<file path="src/rtl/vedic_mul_seq_if.sv">
// Operand/product handshake bundle for vedic_mul_seq.
// Master drives operands and out_ready; slave returns status and product.
interface vedic_mul_seq_if #(
    parameter int WIDTH = 8
);
    logic               in_valid;
    logic               in_ready;
    logic [WIDTH-1:0]   A;
    logic [WIDTH-1:0]   B;
    logic               out_valid;
    logic               out_ready;
    logic [2*WIDTH-1:0] mul;
    logic               busy;

    modport master (
        output in_valid, A, B, out_ready,
        input  in_ready, out_valid, mul, busy
    );

    modport slave (
        input  in_valid, A, B, out_ready,
        output in_ready, out_valid, mul, busy
    );
endinterface

</file>
<file path="src/rtl/vedic_mul_seq.sv">
// Sequential unsigned multiplier: one HxH Urdhva-Tiryagbhyam core
// reused over four cycles to sum the half-width partial products.
module vedic_mul_seq #(
    parameter int WIDTH = 8
) (
    input logic           clk,
    input logic           rst,
    vedic_mul_seq_if.slave bus
);
    localparam int H = WIDTH / 2;
    localparam int P = 2 * WIDTH;

    if ((WIDTH % 2) != 0 || WIDTH < 2) begin : g_bad_width
        $error("vedic_mul_seq: WIDTH must be even and >= 2");
    end

    typedef enum logic [2:0] {
        IDLE, PP0, PP1, PP2, PP3, DONE
    } state_t;

    state_t           state_q, state_d;
    logic [WIDTH-1:0] a_q, a_d;
    logic [WIDTH-1:0] b_q, b_d;
    logic [P-1:0]     acc_q, acc_d;
    logic [P-1:0]     mul_q, mul_d;
    logic             outv_q, outv_d;

    logic [H-1:0]     x, y;
    logic [WIDTH-1:0] pp;
    logic [P-1:0]     pp_sh;

    // Crosswise column sums; the running carry ripples into higher columns.
    function automatic logic [WIDTH-1:0] ut_mul(
        input logic [H-1:0] xa,
        input logic [H-1:0] yb
    );
        logic [WIDTH-1:0] r;
        int unsigned      s;
        r = '0;
        s = 0;
        for (int k = 0; k < WIDTH; k++) begin
            for (int i = 0; i < H; i++) begin
                if (k - i >= 0 && k - i < H)
                    s = s + 32'(xa[i] & yb[k-i]);
            end
            r[k] = s[0];
            s    = s >> 1;
        end
        return r;
    endfunction

    always_comb begin
        x     = a_q[H-1:0];
        y     = b_q[H-1:0];
        unique case (state_q)
            PP1: x = a_q[WIDTH-1:H];
            PP2: y = b_q[WIDTH-1:H];
            PP3: begin
                x = a_q[WIDTH-1:H];
                y = b_q[WIDTH-1:H];
            end
            default: ;
        endcase
    end

    assign pp = ut_mul(x, y);

    always_comb begin
        pp_sh = {{WIDTH{1'b0}}, pp};
        unique case (state_q)
            PP1, PP2: pp_sh = {{WIDTH{1'b0}}, pp} << H;
            PP3:      pp_sh = {{WIDTH{1'b0}}, pp} << WIDTH;
            default: ;
        endcase
    end

    always_comb begin
        state_d = state_q;
        a_d     = a_q;
        b_d     = b_q;
        acc_d   = acc_q;
        mul_d   = mul_q;
        outv_d  = outv_q;
        unique case (state_q)
            IDLE: begin
                if (bus.in_valid) begin
                    a_d     = bus.A;
                    b_d     = bus.B;
                    acc_d   = '0;
                    state_d = PP0;
                end
            end
            PP0: begin
                acc_d   = acc_q + pp_sh;
                state_d = PP1;
            end
            PP1: begin
                acc_d   = acc_q + pp_sh;
                state_d = PP2;
            end
            PP2: begin
                acc_d   = acc_q + pp_sh;
                state_d = PP3;
            end
            PP3: begin
                mul_d   = acc_q + pp_sh;
                outv_d  = 1'b1;
                state_d = DONE;
            end
            DONE: begin
                if (bus.out_ready) begin
                    outv_d = 1'b0;
                    if (bus.in_valid) begin
                        a_d     = bus.A;
                        b_d     = bus.B;
                        acc_d   = '0;
                        state_d = PP0;
                    end else begin
                        state_d = IDLE;
                    end
                end
            end
            default: state_d = IDLE;
        endcase
    end

    always_ff @(posedge clk) begin
        if (rst) begin
            state_q <= IDLE;
            a_q     <= '0;
            b_q     <= '0;
            acc_q   <= '0;
            mul_q   <= '0;
            outv_q  <= 1'b0;
        end else begin
            state_q <= state_d;
            a_q     <= a_d;
            b_q     <= b_d;
            acc_q   <= acc_d;
            mul_q   <= mul_d;
            outv_q  <= outv_d;
        end
    end

    assign bus.in_ready  = (state_q == IDLE) ||
                           (state_q == DONE && bus.out_ready);
    assign bus.out_valid = outv_q;
    assign bus.mul       = mul_q;
    assign bus.busy      = (state_q != IDLE);
endmodule
</file>
<file path="src/flat_wrapper.sv">
// flat-port wrapper written by rule: the top's interface ports become plain ports
module vedic_mul_seq_flat 
#(
    parameter int WIDTH = 8
)
  (clk, rst, bus_in_valid, bus_A, bus_B, bus_out_ready, bus_in_ready, bus_out_valid, bus_mul, bus_busy);
  vedic_mul_seq_if #(.WIDTH(WIDTH)) bus_i ();
  input logic clk;
  input logic rst;
  input wire logic [$bits(bus_i.in_valid)-1:0] bus_in_valid;
  input wire logic [$bits(bus_i.A)-1:0] bus_A;
  input wire logic [$bits(bus_i.B)-1:0] bus_B;
  input wire logic [$bits(bus_i.out_ready)-1:0] bus_out_ready;
  output wire logic [$bits(bus_i.in_ready)-1:0] bus_in_ready;
  output wire logic [$bits(bus_i.out_valid)-1:0] bus_out_valid;
  output wire logic [$bits(bus_i.mul)-1:0] bus_mul;
  output wire logic [$bits(bus_i.busy)-1:0] bus_busy;
  assign bus_i.in_valid = bus_in_valid;
  assign bus_i.A = bus_A;
  assign bus_i.B = bus_B;
  assign bus_i.out_ready = bus_out_ready;
  assign bus_in_ready = bus_i.in_ready;
  assign bus_out_valid = bus_i.out_valid;
  assign bus_mul = bus_i.mul;
  assign bus_busy = bus_i.busy;
  vedic_mul_seq #(.WIDTH(WIDTH)) u_core (.clk(clk), .rst(rst), .bus(bus_i));
endmodule
</file>
<file path="config.mk">
export PLATFORM = sky130hd
export DESIGN_NAME = vedic_mul_seq_flat
export DESIGN_NICKNAME = d
export VERILOG_FILES = /design/src/rtl/vedic_mul_seq_if.sv /design/src/rtl/vedic_mul_seq.sv /design/src/flat_wrapper.sv
export SDC_FILE = /design/constraint.sdc
export NUM_CORES = 1
export LEC_CHECK = 0
export CORE_MARGIN = 4
export CORE_UTILIZATION = 50
export DETAILED_ROUTE_END_ITERATION = 8
export HOLD_SLACK_MARGIN = 0.03
export PLACE_DENSITY = 0.77
export SYNTH_ARGS = -nofsm -noshare
export SYNTH_HDL_FRONTEND = slang
export SYNTH_SLANG_ARGS = --single-unit
</file>
<file path="constraint.sdc">
create_clock -name clk -period 9.2 [get_ports clk]
set_input_delay 2.3 -clock clk [delete_from_list [all_inputs] [get_ports clk]]
set_output_delay 2.3 -clock clk [all_outputs]
set_load 0.005 [all_outputs]
</file>
==> results of run 1 <==
worst max-delay path: cells and delay by family (launching register included):
kind            cells  cell delay [ns]
fa+ha+maj          13             4.87
compound gates      6             1.51
simple gates        6             0.81
flops               1             0.67
mux                 1             0.38
buf+inv             3             0.15
logic make-up after synthesis:
group                    synth area share, %
AO/OA/AOI/OAI                           19.4
XOR/XNOR                                3.43
buffers and inverters                   4.37
multiplexers                            7.88
AND/OR/NAND/NOR                         21.0
flip-flops                              31.4
adder cells (fa/ha/maj)                 12.6
registers in the layout (all words and copies together) (netlist names):
register	flops
u_core.bus.mul	16
u_core.b_q	8
u_core.state_q	3
u_core.a_q	8
u_core.acc_q	16
u_core.bus.out_valid	1
report_power, final:
group          total, W  switching, W  internal [W]
Sequential     0.000250     0.0000130      0.000237
Combinational  0.000129     0.0000711     0.0000575
Clock          0.000141     0.0000796     0.0000617
Total          0.000520      0.000164      0.000356
metal layers:
metal	vias up	GRT usage (%)
li1	1451	-
met1	1314	26.4
met2	80	30.2
met3	9	3.04
met4	0	5.01
met5	-	0
worst min path at each step:
stage	endpoint	slack [ns]	cells past startpoint
floorplan	u_core.acc_q[11]$_SDFFE_PP0P_	0.43	2
global placement	u_core.acc_q[11]$_SDFFE_PP0P_	0.44	2
detailed placement	u_core.bus.mul[8]$_SDFFE_PP0P_	0.45	2
CTS	u_core.bus.mul[8]$_SDFFE_PP0P_	0.46	2
global route	u_core.acc_q[11]$_SDFFE_PP0P_	0.47	2
finish	u_core.bus.mul[8]$_SDFFE_PP0P_	0.46	2
synthesized netlist by cell type (all sizes together) (4+ instances only):
cell type and number:
nor3 8, buf 8, ha 19, dfxtp 52
nor2 62, nor2b 4, xnor2 10, mux2i 25
a21oi 31, o21ai 26, and3 5, or2 6
nand2 41, a211oi 5, nand3 8, inv 12
a22o 6, fa 9, clkbuf 13, a22oi 9
o221a 4
layout make-up:
cell class              count  share of cell area [%]
clock buffers               6                    2.16
clock inverters             2                   0.361
well taps                  77                    2.53
flip-flops and latches     52                    27.3
inverters                  12                    1.18
multi-input cells         315                    55.9
repair buffers             41                    10.6
through the flow:
step	cell area, sq um	hold slack (ns)	setup slack, ns
floorplan	3320	0.430	1.55
CTS	3810	0.460	0.450
detailed placement	3720	0.446	0.509
global placement	3720	0.440	0.729
finish	3810	0.456	0.656
global route	3810	0.475	0.0895
timing repair:
action / 4_1_cts / 5_1_grt
hold buffers: 0 / 0
resized for setup: 0 / 1
endpoints found under the setup margin: 0 / 2
==> metrics.md, run 1 <==
| Metric | Value |
|---|---|
| Status | `completed` |
| Lkg Pwr | `1.54 nW` |
| R2R Setup Slk | `0.66 ns` |
| Crit-path max cell delay | `0.67 ns` |
| Syn_nets | `448` |
| Core Box Area | `0.00639 sq mm` |
| Ys async rst share | `0%` |
| Total power | `0.000520 W` |
| Remaining global-route overflow | `0` |
| Area leader, netlist | `dfxtp_1` |
| Top_reg_cell synth | `dfxtp_1` |
| Max IR drop VDD | `85.9 uV` |
| Top Metal Used | `met4` |
| Hold Vio Cnt, Final | `0` |
| # rows | `29` |
| Antenna viol nets, final | `0` |
| M1 WL | `3470 um` |
| DIE HEIGHT | `89.5 um` |
| Placer congestion estimate | `0.937` |
| Post-CTS setup buffer count | `0` |
| Share of layout cells above drive strength 1 | `6.07%` |
| Inst Count DP | `497` |
| R2r endpoint | `u_core.bus.mul[12]$_SDFFE_PP0P_` |
| Post-DR wirelength/cell | `14.3 um` |
| Critical R2R Launch | `u_core.state_q[1]$_SDFFE_PP0P_` |
| Setup crit end kind | `register` |
| Layout area overhead | `15.0%` |
| Worst Skew | `0.00827 ns` |
| Max Clk Rate | `0.117 GHz` |
| Largest net degree at the start of global routing | `50` |
| Final setup fails | `0` |
| R2R depth | `29` |
| RSZ-0062 raised after global routing | `false` |
| Largest buffer count on any clock path | `2` |
| Number of global-route vias before repair | `2567` |
| Hpwl dp | `5390 um` |
| Synth Cell Area | `0.00332 sq mm` |
| Fill cells | `580` |
| TritonCTS clock tree | `built` |
| DIE AREA | `0.00800 sq mm` |
| Global-route wire length before repair | `11900 um` |
| Final Util | `59.7%` |
| Clk root buf | `clkbuf_8` |
| Max Cap Violations | `0` |
| Final wirelength | `7200 um` |
| Met2 WL | `3280 um` |
| Slew @ Worst Pin | `0.790 ns` |
| Initial DRC count | `187` |
| Critical path class | `reg -> reg` |
| Yosys reg bits | `52` |
| CP Capture Point | `u_core.bus.mul[12]$_SDFFE_PP0P_` |
| Startpoint types | `register` |
| Worst Path Required | `9.39 ns` |
| Yosys top cell area share | `31.4%` |
| Multi-input gate area | `0.00213 sq mm` |
| # clock sinks | `52` |
| Final min period | `8.54 ns` |
| Dominant cells by area after synthesis | `dfxtp_1 31%, mux2i_1 7.5%, ha_1 7.2%, nor2_1 6.8%, fa_1 5.4%` |
| Yosys warns | `0` |
| GRT Util Overall | `18.9%` |
| Sequential fraction of the synthesis area | `31.4%` |
| CTS clk-pin slew, worst paths | `0.10 ns` |
| DRC viols | `0` |
| Starting Density | `52.0%` |
| Final slew viol count | `0` |
| Number of synthesized flops with an enable pin | `0` |
| H-tree Lvls | `2` |
| Commonest non-fill, non-tap cells in the layout | `60 x nor2_1, 51 x dfxtp_1, 40 x nand2_1, 38 x clkdlybuf4s50_1, 31 x a21oi_1` |
| Port Buffers | `38` |
| Pre-antenna DRT Iters | `5` |
| Vias per inst | `5.65` |
| Met3 wire len | `347 um` |
| DR vias | `2854` |
| NumNets Final | `475` |
| Post-route setup TNS | `0 ns` |
| Hold crit path type | `reg -> reg` |
| Data arrival, critical path | `8.73 ns` |
| Worst-skew pair later-pin latency | `0.31 ns` |
| Register area | `0.00104 sq mm` |
| Number of CTS-inserted buffers | `5` |
| CP most frequent cell | `fa_1` |
| Die W | `89.5 um` |
| Syn Area/Cell | `8.30 sq um` |
| IO Count | `39` |
| Slew headroom | `47.2%` |
| Final instance count without filler cells | `505` |
| Max Fanout on Critical Path | `16` |
| Critical hold path startpoint | `u_core.bus.mul[8]$_SDFFE_PP0P_` |
| Final period util | `92.9%` |
| Initial antenna violation count | `0` |
| Distinct cell type count after synthesis | `56` |
| Gate Count Post-Synth | `400` |
| CP startpoint | `u_core.state_q[1]$_SDFFE_PP0P_` |
| Commonest non-fill, non-tap cell in the layout | `nor2_1` |
| Antenna cells | `0` |
| PD cells | `136 mW/mm^2` |
| CP max stage cell | `dfxtp_1` |
Power figures use the tool's default switching activity.
==> run 2: changes to the inputs <==
Settings changed: MAX_ROUTING_LAYER from default to met4.
==> run 2 against run 1 <==
- via count up 0.14%
- first-iteration DRC count grew 4.3%
- fmax rose by 0.36%
==> metrics.md, run 2 (synthesis gave the netlist of run 1 again) <==
| Metric | Value |
|---|---|
| Worst Skew | `0.0115 ns (was 0.00827 ns)` |
| Status | `completed (unchanged)` |
| Multi-input gate area | `0.00213 sq mm (unchanged)` |
| Max IR drop VDD | `106 uV (was 85.9 uV)` |
| RSZ-0062 raised after global routing | `false (unchanged)` |
| R2R Setup Slk | `0.69 ns (was 0.66 ns)` |
| Setup crit end kind | `register (unchanged)` |
| NumNets Final | `476 (was 475)` |
| Hpwl dp | `5470 um (was 5390 um)` |
| H-tree Lvls | `2 (unchanged)` |
| Slew @ Worst Pin | `0.801 ns (was 0.790 ns)` |
| Number of CTS-inserted buffers | `5 (unchanged)` |
| Final Util | `59.9% (was 59.7%)` |
| Slew headroom | `46.5% (was 47.2%)` |
| Crit-path max cell delay | `0.65 ns (was 0.67 ns)` |
| TritonCTS clock tree | `built (unchanged)` |
| Lkg Pwr | `1.54 nW (about the same)` |
| Largest buffer count on any clock path | `2 (unchanged)` |
| Final setup fails | `0 (unchanged)` |
| Critical hold path startpoint | `u_core.bus.mul[0]$_SDFFE_PP0P_ (was u_core.bus.mul[8]$_SDFFE_PP0P_)` |
| Die W | `89.5 um (unchanged)` |
| R2r endpoint | `u_core.acc_q[12]$_SDFFE_PP0P_ (was u_core.bus.mul[12]$_SDFFE_PP0P_)` |
| Final slew viol count | `0 (unchanged)` |
| Initial DRC count | `195 (was 187)` |
| Placer congestion estimate | `0.988 (was 0.937)` |
| DIE HEIGHT | `89.5 um (unchanged)` |
| Starting Density | `52.0% (unchanged)` |
| Post-CTS setup buffer count | `0 (unchanged)` |
| Commonest non-fill, non-tap cells in the layout | `60 x nor2_1, 52 x dfxtp_1, 40 x nand2_1, 38 x clkdlybuf4s50_1, 31 x a21oi_1 (was 60 x nor2_1, 51 x dfxtp_1, 40 x nand2_1, 38 x clkdlybuf4s50_1, 31 x a21oi_1)` |
| Hold Vio Cnt, Final | `0 (unchanged)` |
| Post-route setup TNS | `0 ns (unchanged)` |
| Hold crit path type | `reg -> reg (unchanged)` |
| Largest net degree at the start of global routing | `50 (unchanged)` |
| PD cells | `139 mW/mm^2 (was 136 mW/mm^2)` |
| Critical path class | `reg -> reg (unchanged)` |
| DR vias | `2858 (was 2854)` |
| DRC viols | `0 (unchanged)` |
| DP Area | `0.00372 sq mm (about the same)` |
| GRT Util Overall | `20.3% (was 18.9%)` |
| Post-CTS resize count | `0 (unchanged)` |
| DIE AREA | `0.00800 sq mm (unchanged)` |
| Startpoint types | `register (unchanged)` |
| # rows | `29 (unchanged)` |
| Initial antenna violation count | `0 (unchanged)` |
| R2R depth | `27 (was 29)` |
| Pre-antenna DRT Iters | `4 (was 5)` |
| Final hold slack | `0.457 ns (was 0.456 ns)` |
| IO Count | `39 (unchanged)` |
| Register area | `0.00104 sq mm (about the same)` |
| Commonest non-fill, non-tap cell in the layout | `nor2_1 (unchanged)` |
| Worst Path Required | `9.37 ns (was 9.39 ns)` |
| Port Buffers | `38 (unchanged)` |
| # clock sinks | `52 (unchanged)` |
| CP max stage cell | `dfxtp_1 (unchanged)` |
| Fill cells | `568 (was 580)` |
| Final period util | `92.5% (was 92.9%)` |
| Remaining global-route overflow | `0 (unchanged)` |
| Worst-skew pair later-pin latency | `0.31 ns (about the same)` |
| Worst hold endpoint | `u_core.bus.mul[0]$_SDFFE_PP0P_ (was u_core.bus.mul[8]$_SDFFE_PP0P_)` |
| Critical R2R Launch | `u_core.state_q[1]$_SDFFE_PP0P_ (unchanged)` |
| Layout area overhead | `15.2% (was 15.0%)` |
| Global-route wire length before repair | `12500 um (was 11900 um)` |
| Core Box Area | `0.00639 sq mm (unchanged)` |
| CTS clk-pin slew, worst paths | `0.09 ns (was 0.10 ns)` |
| Post-DR wirelength/cell | `14.5 um (was 14.3 um)` |
| Max Cap Violations | `0 (unchanged)` |
| Clk root buf | `clkbuf_8 (unchanged)` |
| Data arrival, critical path | `8.68 ns (was 8.73 ns)` |
| Hold depth | `2 (unchanged)` |
| Share of layout cells above drive strength 1 | `5.62% (was 6.07%)` |
| Antenna viol nets, final | `0 (unchanged)` |
| Finished layout cell area | `0.00382 sq mm (was 0.00381 sq mm)` |
| Vias per inst | `5.67 (was 5.65)` |
| Max Clk Rate | `0.117 GHz (about the same)` |
| Antenna cells | `0 (unchanged)` |
| Final wirelength | `7320 um (was 7200 um)` |
| Cts-stage hold buffer count | `0 (unchanged)` |
| CP most frequent cell | `fa_1 (unchanged)` |
| Final min period | `8.51 ns (was 8.54 ns)` |
| Number of global-route vias before repair | `2703 (was 2567)` |
| Max Fanout on Critical Path | `16 (unchanged)` |
==> run 2: cell types whose count changed in the layout (fill, tap and decap cells not counted), sizes merged <==
cell    before  now
inv         13   12
clkinv       1    0
buf          3    4
bufinv       0    1
clkbuf       6    5
==> run 2: final cells by class <==
| class | count | area share, % |
|---|---|---|
| clock inverters | 1 | 0.785 |
| repair buffers | 42 | 10.7 |
| clock buffers | 5 | 1.80 |
| inverters | 12 | 1.18 |
| well taps | 77 | 2.52 |
| multi-input cells | 315 | 55.8 |
| flip-flops and latches | 52 | 27.2 |
==> run 2: power by group <==
group | leakage [nW] | total (W) | switching (W) | internal, W
Sequential | 0.422 | 0.000249 | 0.0000121 | 0.000237
Clock | 0.0501 | 0.000153 | 0.0000751 | 0.0000783
Combinational | 1.07 | 0.000130 | 0.0000722 | 0.0000579
==> run 2: how the worst max path moves through the flow <==
| stage | from | to | slack (ns) | cells past startpoint |
|---|---|---|---|---|
| 5_1_grt | u_core.state_q[1]$_SDFFE_PP0P_ | u_core.acc_q[12]$_SDFFE_PP0P_ | 0.14 | 29 |
| 4_1_cts | u_core.state_q[1]$_SDFFE_PP0P_ | u_core.acc_q[12]$_SDFFE_PP0P_ | 0.72 | 27 |
| 3_5_place_dp | u_core.state_q[1]$_SDFFE_PP0P_ | u_core.acc_q[12]$_SDFFE_PP0P_ | 0.73 | 27 |
| 2_1_floorplan | u_core.state_q[2]$_SDFFE_PP0P_ | u_core.acc_q[14]$_SDFFE_PP0P_ | 1.55 | 30 |
| 6_report | u_core.state_q[1]$_SDFFE_PP0P_ | u_core.acc_q[12]$_SDFFE_PP0P_ | 0.69 | 27 |
| 3_3_place_gp | u_core.state_q[1]$_SDFFE_PP0P_ | u_core.bus.mul[12]$_SDFFE_PP0P_ | 0.99 | 29 |
==> run 2: through the flow <==
stage	total power (W)	worst slack (ns)	cells
2_1_floorplan	0.000347	1.55	400
3_3_place_gp	0.000380	0.987	498
3_5_place_dp	0.000384	0.725	498
4_1_cts	0.000535	0.724	504
5_1_grt	0.000562	0.139	504
6_report	0.000532	0.686	504
==> run 2: routing by layer <==
layer	vias to the layer above	GRT usage, %	share of wire, %
met4	0	6.77	1.6
met3	13	3.41	3.2
met1	1333	25.9	48
li1	1451	-	-
met5	-	-	0
met2	61	32.6	47
==> run 2: worst max-delay path: cells and delay by family, from the launching register on <==
family                   cells  cell delay [ns]
adder cells (fa/ha/maj)     13             4.90
AND/OR/NAND/NOR              4             0.63
flip-flops                   1             0.65
buffers and inverters        3             0.14
multiplexers                 2             0.70
AO/OA/AOI/OAI                5             1.34
